<file path="src/rtl/serctrl_pkg.sv">
// Shared types and widths for the word serializer controller.
// Optional back-to-back word loading is enabled with SERCTRL_B2B_EN.
package serctrl_pkg;

    localparam int BYTE_W = 8;
    localparam int WORD_W = 16;

    typedef enum logic [1:0] {
        IDLE    = 2'd0,
        SEND_LO = 2'd1,
        SEND_HI = 2'd2
    } state_e;

    // Grant index width; a single requester still needs one bit.
    function automatic int grant_w(input int n);
        return (n > 1) ? $clog2(n) : 1;
    endfunction

endpackage

</file>
<file path="src/rtl/word_serializer_ctrl_rr_arbiter.sv">
// Combinational round-robin arbiter: the search starts just above
// last_grant and wraps; the caller owns the last_grant register.
module rr_arbiter
    import serctrl_pkg::*;
#(
    parameter  int NUM_REQ = 2,
    localparam int GRANT_W = grant_w(NUM_REQ)
) (
    input  logic [NUM_REQ-1:0] req,
    input  logic [GRANT_W-1:0] last_grant,
    output logic               any_req,
    output logic [GRANT_W-1:0] winner,
    output logic [NUM_REQ-1:0] grant
);

    logic found;

    always_comb begin
        any_req = |req;
        winner  = '0;
        found   = 1'b0;
        // Upper half of the ring first, then wrap to index 0.
        for (int j = 0; j < NUM_REQ; j++) begin
            if (!found && req[j] && (j > int'(last_grant))) begin
                found  = 1'b1;
                winner = GRANT_W'(j);
            end
        end
        for (int j = 0; j < NUM_REQ; j++) begin
            if (!found && req[j]) begin
                found  = 1'b1;
                winner = GRANT_W'(j);
            end
        end
    end

    always_comb begin
        grant = '0;
        for (int j = 0; j < NUM_REQ; j++) begin
            grant[j] = found && (winner == GRANT_W'(j));
        end
    end

endmodule

</file>
<file path="src/rtl/word_serializer_ctrl.sv">
// Loads granted words into the 16-to-8 shift register and streams
// both bytes low-first; SERCTRL_B2B_EN allows reload from SEND_HI.
module word_serializer_ctrl
    import serctrl_pkg::*;
#(
    parameter  int NUM_REQ = 2,
    localparam int GRANT_W = grant_w(NUM_REQ)
) (
    input  logic                      clk2,
    input  logic                      NReset,
    input  logic [NUM_REQ-1:0]        req,
    input  logic [WORD_W*NUM_REQ-1:0] req_word,
    output logic [NUM_REQ-1:0]        req_ack,
    output logic                      load_enable,
    output logic                      shift_enable,
    output logic [WORD_W-1:0]         sixteenbits,
    input  logic [BYTE_W-1:0]         eightbits,
    output logic [BYTE_W-1:0]         byte_out,
    output logic                      byte_valid,
    output logic                      byte_last,
    input  logic                      byte_ready,
    output logic                      busy,
    output logic [GRANT_W-1:0]        grant_id
);

    state_e               state_q, state_d;
    logic [GRANT_W-1:0]   last_grant_q, last_grant_d;
    logic [GRANT_W-1:0]   grant_id_q, grant_id_d;

    logic                 any_req;
    logic [GRANT_W-1:0]   winner;
    logic [NUM_REQ-1:0]   grant;
    logic [WORD_W-1:0]    word_sel;
    logic                 hi_reload;
    logic                 load;

    rr_arbiter #(
        .NUM_REQ    (NUM_REQ)
    ) u_arb (
        .req        (req),
        .last_grant (last_grant_q),
        .any_req    (any_req),
        .winner     (winner),
        .grant      (grant)
    );

    always_comb begin
        word_sel = '0;
        for (int j = 0; j < NUM_REQ; j++) begin
            if (grant[j]) begin
                word_sel = req_word[j*WORD_W +: WORD_W];
            end
        end
    end

`ifdef SERCTRL_B2B_EN
    assign hi_reload = (state_q == SEND_HI) && byte_ready;
`else
    assign hi_reload = 1'b0;
`endif

    // Held off during reset so no word is acked and then dropped.
    assign load = NReset && any_req &&
                  ((state_q == IDLE) || hi_reload);

    always_ff @(posedge clk2) begin
        if (!NReset) begin
            state_q      <= IDLE;
            last_grant_q <= GRANT_W'(NUM_REQ - 1);
            grant_id_q   <= '0;
        end else begin
            state_q      <= state_d;
            last_grant_q <= last_grant_d;
            grant_id_q   <= grant_id_d;
        end
    end

    always_comb begin
        state_d      = state_q;
        last_grant_d = last_grant_q;
        grant_id_d   = grant_id_q;
        unique case (state_q)
            IDLE: begin
                if (any_req) begin
                    state_d = SEND_LO;
                end
            end
            SEND_LO: begin
                if (byte_ready) begin
                    state_d = SEND_HI;
                end
            end
            SEND_HI: begin
                if (byte_ready) begin
                    state_d = load ? SEND_LO : IDLE;
                end
            end
            default: state_d = IDLE;
        endcase
        if (load) begin
            last_grant_d = winner;
            grant_id_d   = winner;
        end
    end

    always_comb begin
        req_ack      = '0;
        load_enable  = 1'b0;
        shift_enable = 1'b0;
        sixteenbits  = '0;
        byte_out     = eightbits;
        byte_valid   = 1'b0;
        byte_last    = 1'b0;
        busy         = 1'b0;
        grant_id     = '0;
        if (NReset) begin
            load_enable = load;
            req_ack     = load ? grant : '0;
            sixteenbits = load ? word_sel : '0;
            busy        = (state_q != IDLE);
            grant_id    = grant_id_q;
            unique case (state_q)
                SEND_LO: begin
                    byte_valid   = 1'b1;
                    shift_enable = byte_ready;
                end
                SEND_HI: begin
                    byte_valid = 1'b1;
                    byte_last  = 1'b1;
                end
                default: ;
            endcase
        end
    end

endmodule

</file>
<file path="config.mk">
export PLATFORM = sky130hd
export DESIGN_NAME = word_serializer_ctrl
export DESIGN_NICKNAME = d
export VERILOG_FILES = /design/src/rtl/serctrl_pkg.sv /design/src/rtl/word_serializer_ctrl_rr_arbiter.sv /design/src/rtl/word_serializer_ctrl.sv
export SDC_FILE = /design/constraint.sdc
export NUM_CORES = 1
export LEC_CHECK = 0
export CAP_MARGIN = 10
export CORE_ASPECT_RATIO = 1.5
export CORE_MARGIN = 8
export CORE_UTILIZATION = 24
export CTS_CLUSTER_SIZE = 28
export DETAILED_ROUTE_END_ITERATION = 8
export MAX_ROUTING_LAYER = met4
export PLACE_DENSITY = 0.91
export SYNTH_ARGS = -nofsm -noshare
export SYNTH_HDL_FRONTEND = slang
export SYNTH_SLANG_ARGS = --single-unit
</file>
<file path="constraint.sdc">
create_clock -name clk2 -period 1.8 [get_ports clk2]
set_input_delay 0.18 -clock clk2 [delete_from_list [all_inputs] [get_ports clk2]]
set_output_delay 0.18 -clock clk2 [all_outputs]
set_load 0.05 [all_outputs]
</file>
# [Word-level counts from Yosys, hierarchy flattened]
# Cells that the tools add are included.
[classes] n_lt_le_gt_ge=1 n_eq_ne=5 muxes=25 bitwise=1 n_reduce_logical=14
[ops] cell="2-to-1 mux 16 bit" n=4
[ops] cell="2-to-1 mux 1 bit" n=15
[ops] cell="2-to-1 mux 2 bit" n=5
[ops] cell="logical AND 1 bit" n=7
[ops] cell="!= test 2 bit (second input constant)" n=3
[ops] cell="case mux 2 bit (3 select lines)" n=1
[ops] cell="OR reduction 2 bit" n=2
[ops] cell="AND reduction 3 bit" n=1
[ops] cell="equality test 2 x 1 -> 1 bit (second input constant)" n=1
[ops] cell="equality test 2 bit (second input constant)" n=1
[ops] cell="zero test 1 bit" n=2
[ops] cell="zero test 2 bit" n=1
[ops] cell="nonzero test 2 bit" n=1
[ops] cell="greater-than comparator 1 bit (first input constant)" n=1
[ops] cell="inverter 1 bit" n=1
[word_totals] reg_bits=4 in_bits=45 out_inout_bits=32 wordCells=49

# [Logic depth before layout (Yosys ltp)]
# Gate-level depths: netlist (run 1).
[depth] word_depth=15 depth_mapped=6

# [By module]
# From an unflattened synthesis (run 1), not the netlist that was laid out.
[hier_totals] cells_unflattened=70 hier_area_um2=608.1
[modules_own_cells] mod="word_serializer_ctrl" instances=1 cells_each=65 area_per_inst_um2=575.6
[modules_own_cells] mod="rr_arbiter" instances=1 cells_each=5 area_per_inst_um2=32.5

# [Worst setup path after synthesis (run 1)]
# OpenSTA, ideal clock, no wires.
[synth_timing] path_kind="reg-to-output" startpoint="reg state_q[0]" endpoint="out sixteenbits[6]" arrival_ns=1.660 slack_ns=-0.040 path_stages_with_launch=7 n_path_buf=2 cell_sequence="dfxtp_1 inv_1 ha_1 o2111a_1 buf_2 buf_6 a22o_1"
[synth_between] elab_chain_cells=4
[synth_rtl] element="start: declaration" line_no="word_serializer_ctrl.sv:26" rtl="state_e state_q, state_d;"
[synth_rtl] element="start signal: assignment" line_no="word_serializer_ctrl.sv:72" rtl="state_q <= state_d;"
[synth_rtl] element="zero test 2 bit" line_no="word_serializer_ctrl.sv:64" rtl="((state_q == IDLE) || hi_reload);"
[synth_rtl] element="logical AND 1 bit" line_no="word_serializer_ctrl.sv:63" rtl="assign load = NReset && any_req &&"
[synth_rtl] element="2-to-1 mux 16 bit" line_no="word_serializer_ctrl.sv:119" rtl="sixteenbits = load ? word_sel : '0;"
[synth_rtl] element="2-to-1 mux 16 bit" line_no="word_serializer_ctrl.sv:116" rtl="if (NReset) begin"
[synth_rtl] element="end: declaration" line_no="word_serializer_ctrl.sv:16" rtl="output logic [WORD_W-1:0] sixteenbits,"
# Every way passes these cells.

# [Final worst setup path (run 1)]
[layout_timing] startpoint="reg state_q[1]" endpoint="out sixteenbits[2]"
# The elaborated chain is that of the path after synthesis.

==> flow_metrics.env, run 1 <==
export IMPL_setup_slack_ps=-56.9
export IMPL_cts_tree="built"
export IMPL_worst_slew_pin_slew_ps=343
export IMPL_grt_use_total_pct=15.6
export IMPL_initial_utilization_pct=24.8
export IMPL_finClkSkew_ps=1.73
export IMPL_worst_r2r_path_depth=7
export IMPL_status="finished, violations left"
export IMPL_r2r_start="state_q[1]"
export IMPL_layout_drive_gt1_share_pct=52.7
export IMPL_nets=180
export IMPL_synth_distinct_cells=23
export IMPL_rrSetupSlack_ps=260
export IMPL_die_area_um2=4070
export IMPL_synth_warnings=0
export IMPL_worstPathMaxFanout=5
export IMPL_ant_nets=0
export IMPL_numPortBuffers=60
export IMPL_hp_class="in -> out"
export IMPL_setup_viol=5
export IMPL_clock_sinks=4
export IMPL_grt_start_max_net_pins=18
export IMPL_netlist_area_um2=542
export IMPL_crit_required_ps=1620
export IMPL_numCtsBuffers=3
export IMPL_syn_nets=110
export IMPL_drc=0
export IMPL_die_x_um=54.8
export IMPL_synth_seq_area_share_pct=14.8
export IMPL_hold_depth=0
export IMPL_synth_avg_cell_area_um2=8.88
export IMPL_rsz0062_at_grt="true"
export IMPL_slew_headroom_pct=77.1
export IMPL_period_share_pct=103
export IMPL_endpoint_kind="primary output"
export IMPL_power_density_nw_per_um2=711
export IMPL_cts_path_max_buffers=2
export IMPL_clk_latency_ps=240
export IMPL_path_class="reg -> out"
export IMPL_period_minus_slack_ps=1860
export IMPL_drt_iter0_drc=13
export IMPL_final_common_cell="clkdlybuf4s50_1"
export IMPL_regToRegEndpoint="state_q[1]"
export IMPL_cp_start_kind="flip-flop"
export IMPL_grt_pass1_wl_um=4500
export IMPL_dr_pass1_iters=4
export IMPL_hp_start="eightbits[0]"
export IMPL_pin_count=77
export IMPL_placed_area_um2=1390
export IMPL_ctsHoldBuffers=0
export IMPL_num_rows=21
export IMPL_grt_antenna_before_repair=0
export IMPL_drv_slew=0
export IMPL_htreeDepth=1
export IMPL_path_clk_slew_ps=40
export IMPL_fin_area_um2=1620
export IMPL_hold_viol=0
export IMPL_area_growth_pct=200
export IMPL_wl_um=3390
export IMPL_most_common_layout_cells="clkdlybuf4s50_1, buf_12, a22o_4"
export IMPL_nFillCells=144
export IMPL_ir_drop_mv=0.391
export IMPL_grt_pass1_vias=860
export IMPL_vias=805
export IMPL_fmax_ghz=0.539
export IMPL_clockRootBuffer="clkbuf_4"
export IMPL_grt_overflow=0
export IMPL_ys_ff_latch=4
export IMPL_violations="setup timing"
export IMPL_p_leak_nw=0.727
export IMPL_dp_hpwl_um=2520
export IMPL_crit_arrival_ps=1680
export IMPL_max_cap_viol_count=0
export IMPL_hold_end="byte_out[0]"
export IMPL_coreArea_um2=2180
export IMPL_fp_dieH_um=74.2
export IMPL_dpl_worst_slack_ps=1.15
export IMPL_routabilityCongestion=0.835
export IMPL_vias_per_cell=5.30
export IMPL_antenna_cells=0
export IMPL_postLayoutCoreUtil_pct=74.4
export IMPL_post_drt_wl_per_cell_um=22.3
export IMPL_syn_inst=61
[synthesized netlist by cell type]
cell type	instances	area share (%)
a211oi_4	1	3.7
a21o_2	1	1.6
a21oi_1	2	1.8
a22o_1	8	13
a22o_2	8	15
and2_1	3	3.5
and2b_2	1	1.6
and3_1	1	1.2
and3_2	1	1.4
buf_2	2	1.8
buf_4	8	11
buf_6	2	4.2
dfxtp_1	4	15
ha_1	4	9.2
inv_1	3	2.1
mux2i_1	1	1.8
nand2_1	2	1.4
nand2_2	1	1.2
nor2_1	2	1.4
o2111a_1	1	2.1
o211a_1	1	1.8
o21ai_0	3	2.8
o21ba_2	1	1.8
[state kept, by name, indices dropped and copies added, names as in the netlist]
| name | cells |
|---|---|
| grant_id_q | 1 |
| last_grant_q | 1 |
| state_q | 2 |
[worst max-delay path by stage]
stage / startpoint / end / slack [ps] / depth (start not counted)
3_3_place_gp: req[1] / sixteenbits[11] / 50 / 6
5_1_grt: state_q[1] / sixteenbits[2] / -110 / 7
6_report: state_q[1] / sixteenbits[2] / -60 / 7
3_5_place_dp: NReset / sixteenbits[0] / 1 / 6
2_1_floorplan: state_q[0] / sixteenbits[10] / -40 / 6
4_1_cts: state_q[1] / sixteenbits[2] / -20 / 7
[power by group]
part / switching, W / internal, W
logic: 0.000434 / 0.000481
clock network: 0.0000433 / 0.0000750
registers: 0.0000130 / 0.000106
[routing by layer]
| metal | GRT usage, % | part of all wire (%) | wire length, um |
|---|---|---|---|
| met1 | 13.9 | 34 | 1160 |
| met2 | 27.4 | 46 | 1560 |
| met3 | 5.20 | 14 | 470 |
| met4 | 8.52 | 6.0 | 205 |
| met5 | - | 0 | 0 |
[cell type report]
type / instances / area (um^2) / share of cell area [%]
Sequential cell: 4 / 82.6 / 5.09
Multi-Input combinational cell: 42 / 479 / 29.5
Timing Repair Buffer: 77 / 998 / 61.5
Tap cell: 23 / 28.8 / 1.77
Inverter: 3 / 11.3 / 0.694
Clock buffer: 3 / 22.5 / 1.39
[worst max-delay path: stages (launching register included)]
cell and delay (ps):
dfxtp_2 320, inv_2 80, ha_4 160, nand2_4 60
a211oi_4 300, buf_6 180, a22o_1 190, buf_12 150
[per-stage QoR]
stage	total power [W]	TNS, ps	hold slack, ps	instances
after floorplan	0.000544	-314	366	61
after global placement	0.000887	0	360	139
after detailed placement	0.000903	0	360	139
after CTS	0.00110	-40.1	360	150
after global routing	0.00120	-749	360	152
final	0.00115	-132	360	152
[timing repair]
action,4_1_cts,5_1_grt
gates resized for setup,17,10
gates cloned,2,0
buffers inserted,6,2
endpoints found under the setup margin,17,16
pin swaps,5,1
[kinds of logic (layout without fill, tap and decap cells)]
logic type	count (synthesis)	after routing	synth area share (%)
AOI/OAI and AO/OA	26	26	43.4
buffers and inverters	15	83	19.2
and+or+nand+nor	11	11	11.6
adders and majority gates	4	4	9.24
DFF	4	4	14.8
muxes	1	1	1.85
Power figures use the tool's default switching activity.
==> run 2: changes to the inputs <==
--- a/config.mk
+++ b/config.mk
@@ -13,6 +13,7 @@
 export DETAILED_ROUTE_END_ITERATION = 8
 export MAX_ROUTING_LAYER = met4
 export PLACE_DENSITY = 0.91
+export SKIP_CTS_REPAIR_TIMING = 1
 export SYNTH_ARGS = -nofsm -noshare
 export SYNTH_HDL_FRONTEND = slang
 export SYNTH_SLANG_ARGS = --single-unit
==> run 2 against run 1 <==
  * The run still ends with setup timing left
  * Clock skew decreased by 0.75 ps
  * Cell count decreased by 5.3%
  * Worst setup slack better by 37 ps
  * Critical endpoint is now sixteenbits[4]
  * Routed wire length decreased by 9.4%
  * Global-route usage shrank 2.4 points
  * Clock power is 3% lower
  * Sequential share of layout area increased by 0.43 points
  * Register-to-register slack gained 260 ps
  * Critical path depth stayed put
==> flow_metrics.env, run 2 (synthesis gave the netlist of run 1 again) <==
export IMPL_status="finished, violations left"
export IMPL_violations="setup timing"
export IMPL_fp_dieH_um=74.2
export IMPL_seqPwrFrac_pct=11.4
export IMPL_period_share_pct=101
export IMPL_fmax_ghz=0.549
export IMPL_dr_pass1_iters=4
export IMPL_crit_arrival_ps=1640
export IMPL_setup_slack_ps=-20.0
export IMPL_dp_hpwl_um=2520
export IMPL_hp_class="in -> out"
export IMPL_grt_antenna_before_repair=0
export IMPL_grt_pass1_vias=754
export IMPL_numPortBuffers=60
export IMPL_cts_path_max_buffers=2
export IMPL_worstPathMaxFanout=5
export IMPL_p_sw_w=0.000456
export IMPL_endpoint_kind="primary output"
export IMPL_clock_sinks=4
export IMPL_vias=742
export IMPL_die_area_um2=4070
export IMPL_drv_slew=0
export IMPL_wl_met1_um=1040
export IMPL_largest_register_ff_count=2
export IMPL_p_clk_share_pct=10.7
export IMPL_drc=0
export IMPL_nFillCells=169
export IMPL_antenna_cells=0
export IMPL_path_class="in -> out"
export IMPL_layout_drive_gt1_share_pct=48.8
export IMPL_num_rows=21
export IMPL_worst_slew_pin_slew_ps=273
export IMPL_rsz0062_at_grt="true"
export IMPL_drt_iter0_drc=9
export IMPL_routabilityCongestion=0.835
export IMPL_wl_met3_um=387
export IMPL_final_common_cell="clkdlybuf4s50_1"
export IMPL_hold_viol=0
export IMPL_clockRootBuffer="clkbuf_4"
export IMPL_clk_latency_ps=240
export IMPL_grt_use_total_pct=13.2
export IMPL_coreArea_um2=2180
export IMPL_crit_required_ps=1620
export IMPL_vias_per_cell=5.15
export IMPL_top_register="state_q"
export IMPL_htreeDepth=1
export IMPL_grt_start_max_net_pins=18
export IMPL_routed_wl_met2_um=1510
export IMPL_ir_drop_mv=0.342
export IMPL_cts_tree="built"
export IMPL_grt_overflow=0
export IMPL_pin_count=77
export IMPL_cp_start_kind="input pin"
export IMPL_initial_utilization_pct=24.8
export IMPL_p_sw_share_pct=42.8
export IMPL_max_cap_viol_count=0
export IMPL_slew_headroom_pct=81.8
export IMPL_top_regs="state_q (2), grant_id_q (1), last_grant_q (1)"
export IMPL_dpl_worst_slack_ps=1.15
export IMPL_nets=172
export IMPL_post_drt_wl_per_cell_um=21.3
export IMPL_area_growth_pct=176
export IMPL_top_layer="met4"
export IMPL_grt_pass1_wl_um=3740
export IMPL_numCtsBuffers=3
export IMPL_finClkSkew_ps=0.985
export IMPL_setup_viol=11
export IMPL_p_int_w=0.000609
export IMPL_die_x_um=54.8
export IMPL_power_density_nw_per_um2=712
export IMPL_wl_um=3070
export IMPL_fin_setup_tns_ps=-89.4
export IMPL_comb_power_share_pct=77.9
export IMPL_most_common_layout_cells="clkdlybuf4s50_1, buf_12, a22o_2"
export IMPL_power_total_w=0.00107
export IMPL_period_minus_slack_ps=1820
export IMPL_p_leak_nw=0.644
export IMPL_ant_nets=0
[run 2: cell types whose count changed in the layout (fill, tap and decap cells not counted)]
cell / before / now
a22o_1: 3 / 4
buf_4: 11 / 5
a22o_2: 0 / 7
a22o_4: 13 / 5
clkdlybuf4s50_1: 35 / 36
buf_6: 5 / 3
dlygate4sd2_1: 1 / 0
[run 2: per-layer routing]
layer	track usage (%)	up-vias
met4	8.24	0
met2	23.5	60
met3	5.20	16
met5	-	-
met1	10.6	327
li1	-	339
[run 2: layout make-up]
type	count	area [um^2]	area share, %
sequential	4	82.6	5.52
inverter	3	11.3	0.753
multi-input combinational	42	418	27.9
clock buffer	3	22.5	1.51
tap	23	28.8	1.92
timing repair buffer	69	932	62.3
[run 2: path summary, 6_finish.rpt]
kind | slack [ps] | cells after the start | start | end
setup reg to reg | 520 | 5 | state_q[1] | state_q[1]
hold / removal | 360 | 0 | eightbits[0] | byte_out[0]
setup / recovery | -20 | 7 | req[1] | sixteenbits[4]
hold reg to reg | 480 | 2 | state_q[1] | state_q[1]
[run 2: power by group through the flow]
stage,registers (W),clock network [W],logic [W]
after floorplan,0.000116,0,0.000428
after global placement,0.000117,0,0.000769
after detailed placement,0.000119,0,0.000784
after CTS,0.000118,0.000117,0.000785
after global routing,0.000123,0.000125,0.000862
final,0.000121,0.000114,0.000830
[run 2: critical path: stages]
cell and delay, ps:
clkdlybuf4s50_1 480, inv_1 60, buf_4 140, a211oi_4 280
buf_6 170, a22o_1 180, buf_12 150
[run 2: stage by stage]
step | hold slack [ps] | cells | util, % | instance area (um^2)
3_3_place_gp | 360 | 139 | 63.5 | 1390
2_1_floorplan | 366 | 61 | - | 543
3_5_place_dp | 360 | 139 | 63.5 | 1390
6_report | 360 | 144 | 68.6 | 1500
5_1_grt | 360 | 144 | 68.6 | 1500
4_1_cts | 360 | 142 | 64.5 | 1410
